==> src/rtl/elastic_pipe.sv <==
// Elastic register pipeline: DEPTH valid/ready stages whose bubbles collapse,
// so the pipe sustains one word per cycle and stalls only when every stage is full.
module elastic_pipe #(
  parameter int unsigned           WIDTH     = 4,
  parameter int unsigned           DEPTH     = 2,
  parameter logic [WIDTH-1:0]      RESET_VAL = '0,
  localparam int unsigned          CW        = $clog2(DEPTH + 1)
) (
  input  logic             clk,
  input  logic             reset,
  input  logic             flush,
  input  logic             in_valid,
  output logic             in_ready,
  input  logic [WIDTH-1:0] in_data,
  output logic             out_valid,
  input  logic             out_ready,
  output logic [WIDTH-1:0] out_data,
  output logic [CW-1:0]    count
);

  logic [DEPTH-1:0] v_q;
  logic [WIDTH-1:0] data_q [DEPTH];
  logic [CW-1:0]    count_q;

  logic [DEPTH-1:0] en;
  logic [DEPTH-1:0] prev_v;
  logic [WIDTH-1:0] prev_d [DEPTH];
  logic             carry;
  logic             push;
  logic             pop;

  // A stage may advance when it is empty or when the stage after it advances.
  always_comb begin
    en    = '0;
    carry = ~v_q[DEPTH-1] | out_ready;
    en[DEPTH-1] = carry;
    for (int i = DEPTH - 2; i >= 0; i--) begin
      carry = ~v_q[i] | carry;
      en[i] = carry;
    end
  end

  always_comb begin
    prev_v    = '0;
    prev_v[0] = in_valid;
    prev_d[0] = in_data;
    for (int i = 1; i < DEPTH; i++) begin
      prev_v[i] = v_q[i-1];
      prev_d[i] = data_q[i-1];
    end
  end

  assign in_ready  = en[0] & ~flush;
  assign out_valid = v_q[DEPTH-1] & ~flush;
  assign out_data  = data_q[DEPTH-1];
  assign count     = count_q;

  assign push = in_valid & in_ready;
  assign pop  = out_valid & out_ready;

  // Data registers keep their old contents when a bubble moves in, so
  // out_data keeps showing the last word that reached the output stage.
  always_ff @(posedge clk) begin
    if (reset) begin
      v_q     <= '0;
      count_q <= '0;
      for (int i = 0; i < DEPTH; i++) data_q[i] <= RESET_VAL;
    end else if (flush) begin
      v_q     <= '0;
      count_q <= '0;
    end else begin
      for (int i = 0; i < DEPTH; i++) begin
        if (en[i]) v_q[i] <= prev_v[i];
        if (en[i] && prev_v[i]) data_q[i] <= prev_d[i];
      end
      count_q <= count_q + CW'(push) - CW'(pop);
    end
  end

endmodule

==> config.mk <==
export PLATFORM = sky130hd
export DESIGN_NAME = elastic_pipe
export DESIGN_NICKNAME = d
export VERILOG_FILES = /design/src/rtl/elastic_pipe.sv
export SDC_FILE = /design/constraint.sdc
export NUM_CORES = 1
export LEC_CHECK = 0
export ABC_AREA = 1
export ABC_CLOCK_PERIOD_IN_PS = 1500
export BUFFER_PORTS_ARGS = -buffer_cell sky130_fd_sc_hd__buf_2
export CORE_MARGIN = 4
export CORE_UTILIZATION = 40
export DETAILED_ROUTE_END_ITERATION = 12
export GPL_ROUTABILITY_DRIVEN = 0
export MAX_ROUTING_LAYER = met4
export SLEW_MARGIN = 20
export SYNTH_ARGS = -nofsm -noshare
export SYNTH_HDL_FRONTEND = slang
export SYNTH_SLANG_ARGS = --single-unit
==> constraint.sdc <==
create_clock -name clk -period 1.5 [get_ports clk]
set_input_delay 0.225 -clock clk [delete_from_list [all_inputs] [get_ports clk]]
set_output_delay 0.225 -clock clk [all_outputs]
set_load 0.03 [all_outputs]
Word-level counts from Yosys, hierarchy flattened --
Memories as Yosys holds them, arrays and structs flattened. Cells that the tools add are included.
Cells by class: add/sub/neg operators 2, multiplexer cells 12, reduce and logical (&&, ||, !) cells 3, bitwise gates (word level) 11
Operators by type and width (number):
- 1-bit two-way mux | 10
- 4-bit two-way mux | 2
- 1-bit bitwise AND | 4
- 1-bit OR | 4
- 1-bit inverter | 3
- 2-bit by 1-bit adder with 2-bit output | 1
- 1-bit logical AND | 2
- 2-bit OR reduction | 1
- 2-bit by 1-bit subtractor with 2-bit output | 1
Storage, ports and cells: memories kept 1, memory bits (writable) 8, flip-flop bits (word level) 4, word-level logic and storage cells 32, bits of input ports 9
Memory list:
- data_q | depth 2, width 4, rd ports 2, clocked after memory_dff 0, wr ports 2, RTL line 22 | logic [WIDTH-1:0] data_q [DEPTH];

Longest topological paths before layout --
depth in word-level cells 9, depth in mapped cells 11, gate-level depth less buffers 11

Worst setup path after synthesis --
Ideal clock, no wire load.
path type register to register, from register v_q[0], to register count_q[1], in the netlist count[1], path slack 0.088 ns, setup time 0.115 ns, clock period less this slack 1.412 ns, required time 1.385 ns, stages on the path, launching flop included 10, arrival 1.297 ns, path through dfxtp_1 nand3_2 nand3_1 ha_1 inv_1 ha_1 inv_1 nand2_1 a21oi_1 nor2_1
On the way: word-level cells in the longest chain between the ends 6
RTL lines:
- start: declaration | RTL line 21 | logic [DEPTH-1:0] v_q;
- start signal: indexed assignment | RTL line 73 | if (en[i]) v_q[i] <= prev_v[i];
- 1-bit inverter | RTL line 38 | carry = ~v_q[i] | carry;
- 1-bit OR | RTL line 38
- 1-bit bitwise AND | RTL line 53 | assign in_ready = en[0] & ~flush;
- 1-bit bitwise AND | RTL line 58 | assign push = in_valid & in_ready;
- 2-bit by 1-bit adder with 2-bit output | RTL line 76 | count_q <= count_q + CW'(push) - CW'(pop);
- 2-bit by 1-bit subtractor with 2-bit output | RTL line 76
- end signal: assignment | RTL line 76
- end: declaration | RTL line 23 | logic [CW-1:0] count_q;
No other way between the ends. A chain may end at the register's enable or synchronous reset.

Final worst setup path --
from register v_q[1], to register count_q[1], in the netlist count[1]
On the way: word-level cells in the longest chain between the ends 7
RTL lines:
- 1-bit inverter | RTL line 35 | carry = ~v_q[DEPTH-1] | out_ready;
- 1-bit OR | RTL line 35
- 1-bit OR | RTL line 38
- 1-bit bitwise AND | RTL line 53
- 1-bit bitwise AND | RTL line 58
- 2-bit by 1-bit adder with 2-bit output | RTL line 76
- 2-bit by 1-bit subtractor with 2-bit output * | RTL line 76
Every way passes the cells marked *; elsewhere a longest branch is shown, timed or not.

==> flow_summary.json <==
{
  "ys_warn_count": 0,
  "wl_met2_um": 557,
  "dr.max_layer_used": "met4",
  "crit_cells": 8,
  "cp_top_family": "adder cells",
  "wl_met3_um": 89,
  "syn_avg_cell_area_sq_um": 8.81,
  "worst-r2r-setup-slack_ps": 120,
  "die_w_um": 46.7,
  "worst_setup_path_start_kind": "flip-flop",
  "m1WireLength_um": 398,
  "skew_ps": 1.41,
  "tightest_slew_ps": 178,
  "area_growth_pct": 22.1,
  "reg2reg_from": "v_q[1]",
  "min_period_ps": 1380,
  "antenna_left": 0,
  "p_leak_uw": 0.000368,
  "nets": 99,
  "rows": 13,
  "grt_use_total_pct": 11.4,
  "reg2reg_depth": 8,
  "worstPathRequired_ps": 1670,
  "final_cell_mix": "19 x inv_1, 16 x buf_2, 11 x nor2_1",
  "hold_viol_final": 0,
  "cts.htree.levels": 1,
  "slowest_stage": "dfxtp_2",
  "r2r_end": "count[1]",
  "worst_hold_slack_ps": 214,
  "die_h_um": 46.7,
  "grt_max_degree": 9,
  "hp-class": "in2reg",
  "cp_max_fo": 3,
  "cts_buffer_depth": 2,
  "die-area_sq_um": 2180,
  "syn_nets": 79,
  "arrival_ps": 1550,
  "drive_above_1_share_pct": 36.8,
  "io_pins": 17,
  "drtPass1Iterations": 4,
  "slowest_delay_ps": 350,
  "slew_headroom_pct": 88.1,
  "netlist_area_sq_um": 599,
  "cts_tree": "built",
  "end_kind": "flip-flop",
  "setup_viol": 0,
  "n_fill_cell": 135,
  "final_cell_area_sq_um": 732,
  "crit_top_cell": "inv_1",
  "start_util_pct": 44.4,
  "wl_um": 1070,
  "dp_hpwl_um": 771,
  "finalCritPeriodShare_pct": 91.9,
  "cts.sinks": 12,
  "worstSkewPairLatency_ps": 280,
  "syn-instance-count": 68,
  "cts-buffers-inserted": 3,
  "antenna_cells": 0,
  "startpoint": "v_q[1]",
  "first_iter_violations": 6,
  "worst-path-buf-inv": 2,
  "port_buffers": 16,
  "preCtsSetupSlack_ps": 26.2,
  "vias": 455,
  "final_common_cell": "inv_1",
  "synth_cell_types": 14,
  "pwr_density_cell_nw_per_um2": 910,
  "clk_pin_slew_ps": 70,
  "ys_seq_area_share_pct": 53.4,
  "crit_chain": "inv_1 > nor3_2 > ha_1 > inv_1 > ha_2 > nand2_1 > a21oi_1 > nor2_1",
  "max-cap-violations": 0,
  "viasPerCell": 4.46,
  "fmax_mhz": 725,
  "critical_path_class": "reg2reg",
  "drc_errors": 0,
  "cts_root_buffer": "clkbuf_4",
  "worst_ir_drop_vdd_mv": 0.548,
  "maxSlewViolCount": 0,
  "grt_first_pass_wirelength_um": 1610,
  "grt_pass1_vias": 376,
  "fin_total_pwr_uw": 666,
  "dpl-instance-area_sq_um": 683,
  "setup_slack_ps": 121,
  "wl_per_cell_um": 10.4,
  "core-area_sq_um": 1350,
  "overflow": 0,
  "outcome": "finished, final reports clean",
  "antenna_found_initial": 0,
  "synth-seq-cells": 12,
  "worstSetupEndpoint": "count[1]"
}
synth_stat cells (all sizes together):
cell type,count,share of area [%]
dfxtp,4,13
nor2,12,8.8
nand2,8,5.0
nor3,1,0.83
inv,21,13
edfxtp,8,40
nand3,5,7.1
a21oi,3,2.5
ha,2,4.2
buf,4,5.0
logic make-up after synthesis:
group | synth area share (%)
and+or+nand+nor | 21.7
AOI/OAI and AO/OA | 2.50
adders and majority gates | 4.17
DFF | 53.4
buffers and inverters | 18.2
timing repair:
item                       CTS  global route
hold buffers                 0             0
setup buffers                0             1
setup endpoints to repair    0             1
resized for setup            0             5
final cells by class:
type | count | area (sq um) | share of cell area, %
multi-input cells | 31 | 183 | 25.0
clock buffers | 3 | 22.5 | 3.08
repair buffers | 19 | 103 | 14.0
flip-flops and latches | 12 | 323 | 44.1
clock inverters | 1 | 3.75 | 0.513
inverters | 21 | 78.8 | 10.8
well taps | 15 | 18.8 | 2.56
worst min path at each step:
stage | start | end | slack, ps | depth (start not counted)
3_3_place_gp | v_q[0] | v_q[1] | 490 | 2
2_1_floorplan | in_valid | v_q[0] | 370 | 2
6_report | in_valid | v_q[0] | 210 | 3
5_1_grt | in_valid | v_q[0] | 200 | 3
4_1_cts | in_valid | v_q[0] | 200 | 3
3_5_place_dp | v_q[0] | v_q[1] | 490 | 2
layer usage:
layer,track usage [%],up-vias
li1,-,237
met1,12.6,200
met2,16.8,13
met3,6.25,5
met4,4.97,0
met5,-,-
power by group:
| group | leakage [uW] | internal (uW) | switching, uW |
|---|---|---|---|
| clock network | 0.0000154 | 96.5 | 109 |
| logic | 0.000235 | 29.4 | 56.0 |
| registers | 0.000118 | 369 | 5.75 |
state kept, by name (all words and copies together) (netlist names):
name	cells
data_q	8
count	2
v_q	2
worst reg2reg max path: cells and delay by family, from the launching register on:
kind / cells / cell delay (ps)
buf+inv: 2 / 130
simple gates: 3 / 250
compound gates: 1 / 140
flops: 1 / 350
fa+ha+maj: 2 / 410
stage by stage:
stage / cells / utilization (%) / setup TNS (ps)
after floorplan: 68 / - / 0
after global placement: 97 / 50.6 / 0
after detailed placement: 97 / 50.6 / 0
after CTS: 101 / 52.5 / 0
after global routing: 102 / 54.2 / -11.7
final: 102 / 54.2 / 0
(Power assumes the default switching activity.)
